--- config.mk ---
export PLATFORM = sky130hd
export DESIGN_NAME = hazard_forward_unit
export DESIGN_NICKNAME = d
export VERILOG_FILES = /design/src/rtl/mips_pkg.sv /design/src/rtl/hfu_decode.sv /design/src/rtl/hazard_forward_unit.sv
export SDC_FILE = /design/constraint.sdc
export NUM_CORES = 1
export LEC_CHECK = 0
export CAP_MARGIN = 5
export CORE_AREA = 2 2 42 73
export DETAILED_ROUTE_END_ITERATION = 8
export DIE_AREA = 0 0 44 75
export GPL_TIMING_DRIVEN = 0
export PLACE_DENSITY = 0.82
export SLEW_MARGIN = 40
export SYNTH_ARGS = -nofsm -noshare
export SYNTH_HDL_FRONTEND = slang
export SYNTH_SLANG_ARGS = --single-unit
export TNS_END_PERCENT = 100
--- constraint.sdc ---
create_clock -name CLOCK -period 4.3 [get_ports CLOCK]
set_input_delay 0.645 -clock CLOCK [delete_from_list [all_inputs] [get_ports CLOCK]]
set_output_delay 0.645 -clock CLOCK [all_outputs]
set_load 0.02 [all_outputs]
--- src/rtl/mips_pkg.sv ---
// Shared MIPS encodings, forwarding-select constants and the hazard tracking slot record.
// Imported by the hazard/forwarding unit and its decoder.
package mips_pkg;

    localparam logic [5:0] OP_RTYPE = 6'h00;
    localparam logic [5:0] OP_J     = 6'h02;
    localparam logic [5:0] OP_JAL   = 6'h03;
    localparam logic [5:0] OP_BEQ   = 6'h04;
    localparam logic [5:0] OP_BNE   = 6'h05;
    localparam logic [5:0] OP_BLEZ  = 6'h06;
    localparam logic [5:0] OP_BGTZ  = 6'h07;
    localparam logic [5:0] OP_ADDI  = 6'h08;
    localparam logic [5:0] OP_ADDIU = 6'h09;
    localparam logic [5:0] OP_SLTI  = 6'h0A;
    localparam logic [5:0] OP_SLTIU = 6'h0B;
    localparam logic [5:0] OP_ANDI  = 6'h0C;
    localparam logic [5:0] OP_ORI   = 6'h0D;
    localparam logic [5:0] OP_XORI  = 6'h0E;
    localparam logic [5:0] OP_LUI   = 6'h0F;
    localparam logic [5:0] OP_LB    = 6'h20;
    localparam logic [5:0] OP_LW    = 6'h23;
    localparam logic [5:0] OP_LBU   = 6'h24;
    localparam logic [5:0] OP_SB    = 6'h28;
    localparam logic [5:0] OP_SW    = 6'h2B;

    localparam logic [5:0] FN_SLL  = 6'h00;
    localparam logic [5:0] FN_SRL  = 6'h02;
    localparam logic [5:0] FN_SRA  = 6'h03;
    localparam logic [5:0] FN_JR   = 6'h08;
    localparam logic [5:0] FN_JALR = 6'h09;

    localparam logic [4:0] REG_ZERO = 5'd0;
    localparam logic [4:0] REG_RA   = 5'd31;

    localparam logic [1:0] FWD_REG = 2'b00;
    localparam logic [1:0] FWD_MEM = 2'b10;
    localparam logic [1:0] FWD_WB  = 2'b01;

    typedef struct packed {
        logic [4:0] dest;
        logic       writes;
        logic       is_load;
    } slot_t;

    localparam slot_t SLOT_EMPTY = '{dest: REG_ZERO, writes: 1'b0, is_load: 1'b0};

    // Youngest producer wins; a slot only ever writes with a non-zero dest, so $0 never matches.
    function automatic logic [1:0] fwd_select(input logic       used,
                                              input logic [4:0] src,
                                              input slot_t      slot_e,
                                              input slot_t      slot_m);
        logic [1:0] sel;
        sel = FWD_REG;
        if (used && slot_e.writes && (slot_e.dest == src)) begin
            sel = FWD_MEM;
        end else if (used && slot_m.writes && (slot_m.dest == src)) begin
            sel = FWD_WB;
        end
        return sel;
    endfunction

endpackage

--- src/rtl/hfu_decode.sv ---
// Combinational ID-stage decode of source usage and destination register for hazard tracking.
// A destination of $0 is reported as "no write".
module hfu_decode
    import mips_pkg::*;
(
    input  logic [31:0] i_instr,
    output logic [4:0]  o_rs,
    output logic [4:0]  o_rt,
    output logic [4:0]  o_dest,
    output logic        o_writes,
    output logic        o_is_load,
    output logic        o_uses_rs,
    output logic        o_uses_rt
);

    logic [5:0] w_op;
    logic [5:0] w_funct;
    logic [4:0] w_rd;
    logic [4:0] w_unused_shamt;

    assign w_op           = i_instr[31:26];
    assign o_rs           = i_instr[25:21];
    assign o_rt           = i_instr[20:16];
    assign w_rd           = i_instr[15:11];
    assign w_unused_shamt = i_instr[10:6];
    assign w_funct        = i_instr[5:0];

    always_comb begin
        o_dest    = REG_ZERO;
        o_is_load = 1'b0;
        o_uses_rs = 1'b0;
        o_uses_rt = 1'b0;
        case (w_op)
            OP_RTYPE: begin
                o_dest    = (w_funct == FN_JR) ? REG_ZERO : w_rd;
                o_uses_rs = !((w_funct == FN_SLL) || (w_funct == FN_SRL) ||
                              (w_funct == FN_SRA));
                o_uses_rt = 1'b1;
            end
            OP_JAL: begin
                o_dest = REG_RA;
            end
            OP_BEQ, OP_BNE: begin
                o_uses_rs = 1'b1;
                o_uses_rt = 1'b1;
            end
            OP_BLEZ, OP_BGTZ: begin
                o_uses_rs = 1'b1;
            end
            OP_ADDI, OP_ADDIU, OP_SLTI, OP_SLTIU, OP_ANDI, OP_ORI, OP_XORI: begin
                o_dest    = o_rt;
                o_uses_rs = 1'b1;
            end
            OP_LUI: begin
                o_dest = o_rt;
            end
            OP_LB, OP_LW, OP_LBU: begin
                o_dest    = o_rt;
                o_is_load = 1'b1;
                o_uses_rs = 1'b1;
            end
            OP_SB, OP_SW: begin
                o_uses_rs = 1'b1;
                o_uses_rt = 1'b1;
            end
            default: begin
            end
        endcase
    end

    assign o_writes = (o_dest != REG_ZERO);

endmodule

--- src/rtl/hazard_forward_unit.sv ---
// Shadow ID/EX, EX/MEM, MEM/WB destination tracking; produces registered EX forwarding selects
// and the combinational load-use stall for the five-stage MIPS pipeline.
module hazard_forward_unit
    import mips_pkg::*;
(
    input  logic        CLOCK,
    input  logic        RESET,
    input  logic [31:0] Instruction_IN,
    input  logic        Hold_IN,
    input  logic        Flush_IN,
    output logic        Stall_OUT,
    output logic [1:0]  ForwardA_OUT,
    output logic [1:0]  ForwardB_OUT
);

    logic [4:0] w_rs;
    logic [4:0] w_rt;
    logic [4:0] w_dest;
    logic       w_writes;
    logic       w_is_load;
    logic       w_uses_rs;
    logic       w_uses_rt;

    slot_t      w_id_slot;
    slot_t      w_next_e;
    slot_t      r_slot_e;
    slot_t      r_slot_m;
    slot_t      r_slot_w;
    slot_t      w_unused_slot_w;

    logic       w_load_hit;
    logic       w_bubble;
    logic [1:0] w_fwd_a;
    logic [1:0] w_fwd_b;
    logic [1:0] w_next_fwd_a;
    logic [1:0] w_next_fwd_b;
    logic [1:0] r_fwd_a;
    logic [1:0] r_fwd_b;

    hfu_decode u_decode (
        .i_instr   (Instruction_IN),
        .o_rs      (w_rs),
        .o_rt      (w_rt),
        .o_dest    (w_dest),
        .o_writes  (w_writes),
        .o_is_load (w_is_load),
        .o_uses_rs (w_uses_rs),
        .o_uses_rt (w_uses_rt)
    );

    assign w_id_slot = '{dest: w_dest, writes: w_writes, is_load: w_is_load};

    assign w_load_hit = r_slot_e.writes && r_slot_e.is_load &&
                        ((w_uses_rs && (w_rs == r_slot_e.dest)) ||
                         (w_uses_rt && (w_rt == r_slot_e.dest)));

    // A flushed ID instruction never reaches EX, so it cannot cause a load-use stall.
    assign Stall_OUT = w_load_hit && !Flush_IN;
    assign w_bubble  = Stall_OUT || Flush_IN;

    assign w_fwd_a = fwd_select(w_uses_rs, w_rs, r_slot_e, r_slot_m);
    assign w_fwd_b = fwd_select(w_uses_rt, w_rt, r_slot_e, r_slot_m);

    always_comb begin
        w_next_e     = w_id_slot;
        w_next_fwd_a = w_fwd_a;
        w_next_fwd_b = w_fwd_b;
        if (w_bubble) begin
            w_next_e     = SLOT_EMPTY;
            w_next_fwd_a = FWD_REG;
            w_next_fwd_b = FWD_REG;
        end
    end

    always_ff @(posedge CLOCK or posedge RESET) begin
        if (RESET) begin
            r_slot_e <= SLOT_EMPTY;
            r_slot_m <= SLOT_EMPTY;
            r_slot_w <= SLOT_EMPTY;
            r_fwd_a  <= FWD_REG;
            r_fwd_b  <= FWD_REG;
        end else if (!Hold_IN) begin
            r_slot_w <= r_slot_m;
            r_slot_m <= r_slot_e;
            r_slot_e <= w_next_e;
            r_fwd_a  <= w_next_fwd_a;
            r_fwd_b  <= w_next_fwd_b;
        end
    end

    // The regfile is write-first, so the MEM/WB slot is tracked but never selects a bypass.
    assign w_unused_slot_w = r_slot_w;

    assign ForwardA_OUT = r_fwd_a;
    assign ForwardB_OUT = r_fwd_b;

endmodule

==> results.tsv <==
metric	value	unit
status	completed	
grt_pass1_wl	5620	um
antenna_found_initial	0	
clockRootBuffer	clkbuf_8	
mappedNetlistArea	0.00130	mm2
p_int	0.000293	W
hold_path_depth	2	
finalClockSkew	0.00272	ns
synthCells	134	
yosys_warnings	0	
seqPwrFrac	44.6	%
pwr-share-comb	26.6	%
syn_avg_cell_area	9.71	um2
clock_sinks	17	
synth_edf_count	0	
finalSetupTns	0	ns
die_area	0.00330	mm2
port_buffers	31	
ctsResizeCount	0	
slowest_stage	clkdlybuf4s50_1	
antenna_left	0	
grt_max_degree	18	
cp_top_family	buffers and inverters	
max-vdd-ir-drop	0.000143	V
postCtsHoldBufs	0	
n_antenna_cell	0	
r2r_setup_slack	2.49	ns
cts.clk_slew.worst_paths	0.06	ns
finalNetCount	206	
worst_pin_slew	0.661	ns
dominantRegCellSynth	dfrtp_1	
cp_common_cell	clkdlybuf4s50_1	
floorplan.initialDensity	48.4	%
hp-class	reg2reg	
slowest_delay	0.64	ns
ys_seq_area_share	32.7	%
num_rows	25	
num_vias	1187	
post-place-ws	0.546	ns
clk_latency	0.25	ns
p_leak	0.659	nW
switching_share	28.6	%
cp.required	3.65	ns
timing.final.crit_period	3.80	ns
syn_nets	170	
worst_slack	0.503	ns
synthArstFlopShare	100	%
h-tree-depth	1	
wire_per_inst	17.6	um
seqCellArea	425	um2
period_share	88.3	%
die_y	75	um
hpwl	2780	um
drc	0	
crit_chain	clkdlybuf4s50_1 -> or3_4 -> a311oi_1 -> o21bai_2 -> o31ai_4 -> a211oi_1 -> clkdlybuf4s50_1	
clockBufferDepth	2	
cts_buffers	3	
cts_tree	built	
cp-start-kind	primary input	
fill_cells	230	
rsz0062_at_grt	false	
cp_data_arrival_time	3.15	ns
power_frac_clock	28.8	%
fin_area	0.00169	mm2
max_freq	263	MHz
post_cts_buffers	0	
gp_congestion	0.843	
finalPower	0.000410	W
drv_cap	0	
overflow	0	
critical_path_depth	7	
cp_max_fo	9	
crit_buf_inv	2	
drt_iter0_drc	36	
fin_util	62.8	%
setup_violations	0	
detail_route.vias_per_cell	6.06	
power.density	242	mW/mm2
endpoint_kind	output port	
grt_pass1_vias	1220	
max-slew-margin-rel	55.9	%
multiInputGateArea	817	um2
ys_seq_elements	17	
drive_above_1_share	12.4	%
core_area	0.00269	mm2
worst-r2r-cell-count	5	
drv_slew	0	
crit_type	in2out	
drt_wl_total	3440	um
placed_area	0.00165	mm2
p_switching	0.000117	W
io_pins	41	
dr.pass1.iters	4	
hold_violations	0	
track_usage	23.3	%
area_growth_syn_to_layout	29.9	%
die_w	44	um
yosys.cell_types.count	44	
-- flip-flops by register name (all words and copies together) (netlist names) --
name,cells
r_slot_m,6
ForwardA_OUT,2
r_slot_e,7
ForwardB_OUT,2
-- synth_stat cells (3+ instances only) --
| cell type | n | share of area, % |
|---|---|---|
| dfrtp_1 | 17 | 33 |
| nand2_1 | 13 | 3.8 |
| xnor2_1 | 13 | 8.8 |
| o21ai_1 | 9 | 3.5 |
| xor2_1 | 8 | 5.4 |
| mux2_2 | 6 | 5.2 |
| inv_1 | 5 | 1.4 |
| nand3_1 | 5 | 1.9 |
| nor2_1 | 4 | 1.2 |
| a21oi_1 | 3 | 1.2 |
| a221o_1 | 3 | 2.3 |
| a22o_1 | 3 | 2.0 |
| nand2b_1 | 3 | 1.4 |
| nor2b_1 | 3 | 1.4 |
| nor3_1 | 3 | 1.2 |
-- metrics by stage --
stage | cells | hold WS (ns)
2_1_floorplan | 134 | 0.479
3_3_place_gp | 192 | 0.470
3_5_place_dp | 192 | 0.486
4_1_cts | 196 | 0.502
5_1_grt | 196 | 0.534
6_report | 196 | 0.500
-- layout make-up --
class / count / share of cell area, %
plain buffers: 6 / 2.37
clock buffers: 4 / 2.66
inverters: 5 / 1.11
multi-input cells: 106 / 48.3
flip-flops and latches: 17 / 25.2
well taps: 27 / 2.00
repair buffers: 31 / 18.4
-- routing by layer --
layer | part of all wire [%] | global-route usage [%] | wire length, um
met3 | 4.9 | 0.719 | 169
met5 | 0 | 0 | 0
met1 | 36 | 25.0 | 1230
met2 | 57 | 45.4 | 1970
met4 | 2.1 | 10.1 | 72
-- worst min-delay path: stages (launching register included) --
cell,delay (ns)
dfrtp_1,0.35
nand2_1,0.07
o41ai_2,0.05
-- cell families after synthesis --
family | synth area share (%)
AO/OA/AOI/OAI | 24.2
XOR/XNOR | 14.1
buffers and inverters | 4.52
flip-flops | 32.7
multiplexers | 5.19
AND/OR/NAND/NOR | 19.2
-- placed cells by master, fill, tap and decap left out, types with 2 or more instances in the layout --
cell / n
a211oi_1: 2
a21oi_1: 3
a221o_1: 3
a221oi_1: 2
a22o_1: 3
buf_2: 2
buf_6: 2
clkbuf_1: 3
clkbuf_8: 3
clkdlybuf4s50_1: 31
dfrtp_1: 17
inv_1: 5
mux2_2: 6
nand2_1: 13
nand2b_1: 3
nand3_1: 5
nand4b_1: 2
nor2_1: 4
nor2b_1: 3
nor3_1: 3
nor4_1: 2
o21ai_1: 9
xnor2_1: 13
xor2_1: 8
-- final timing paths --
check                              startpoint         endpoint
max                        Instruction_IN[30]        Stall_OUT
min                           ForwardA_OUT[1]  ForwardA_OUT[1]
max reg2reg                       r_slot_e[4]      r_slot_e[6]
min reg2reg                   ForwardA_OUT[1]  ForwardA_OUT[1]
max in group asynchronous               RESET      r_slot_m[2]
min in group asynchronous               RESET      r_slot_m[3]
-- power groups by stage --
stage,logic [W],registers [W],clock network (W)
6_report,0.000109,0.000183,0.000118
5_1_grt,0.000119,0.000184,0.000124
4_1_cts,0.000109,0.000183,0.000118
3_5_place_dp,0.000108,0.000185,0
3_3_place_gp,0.000104,0.000185,0
2_1_floorplan,0.0000650,0.000182,0
(Power assumes the default switching activity.)
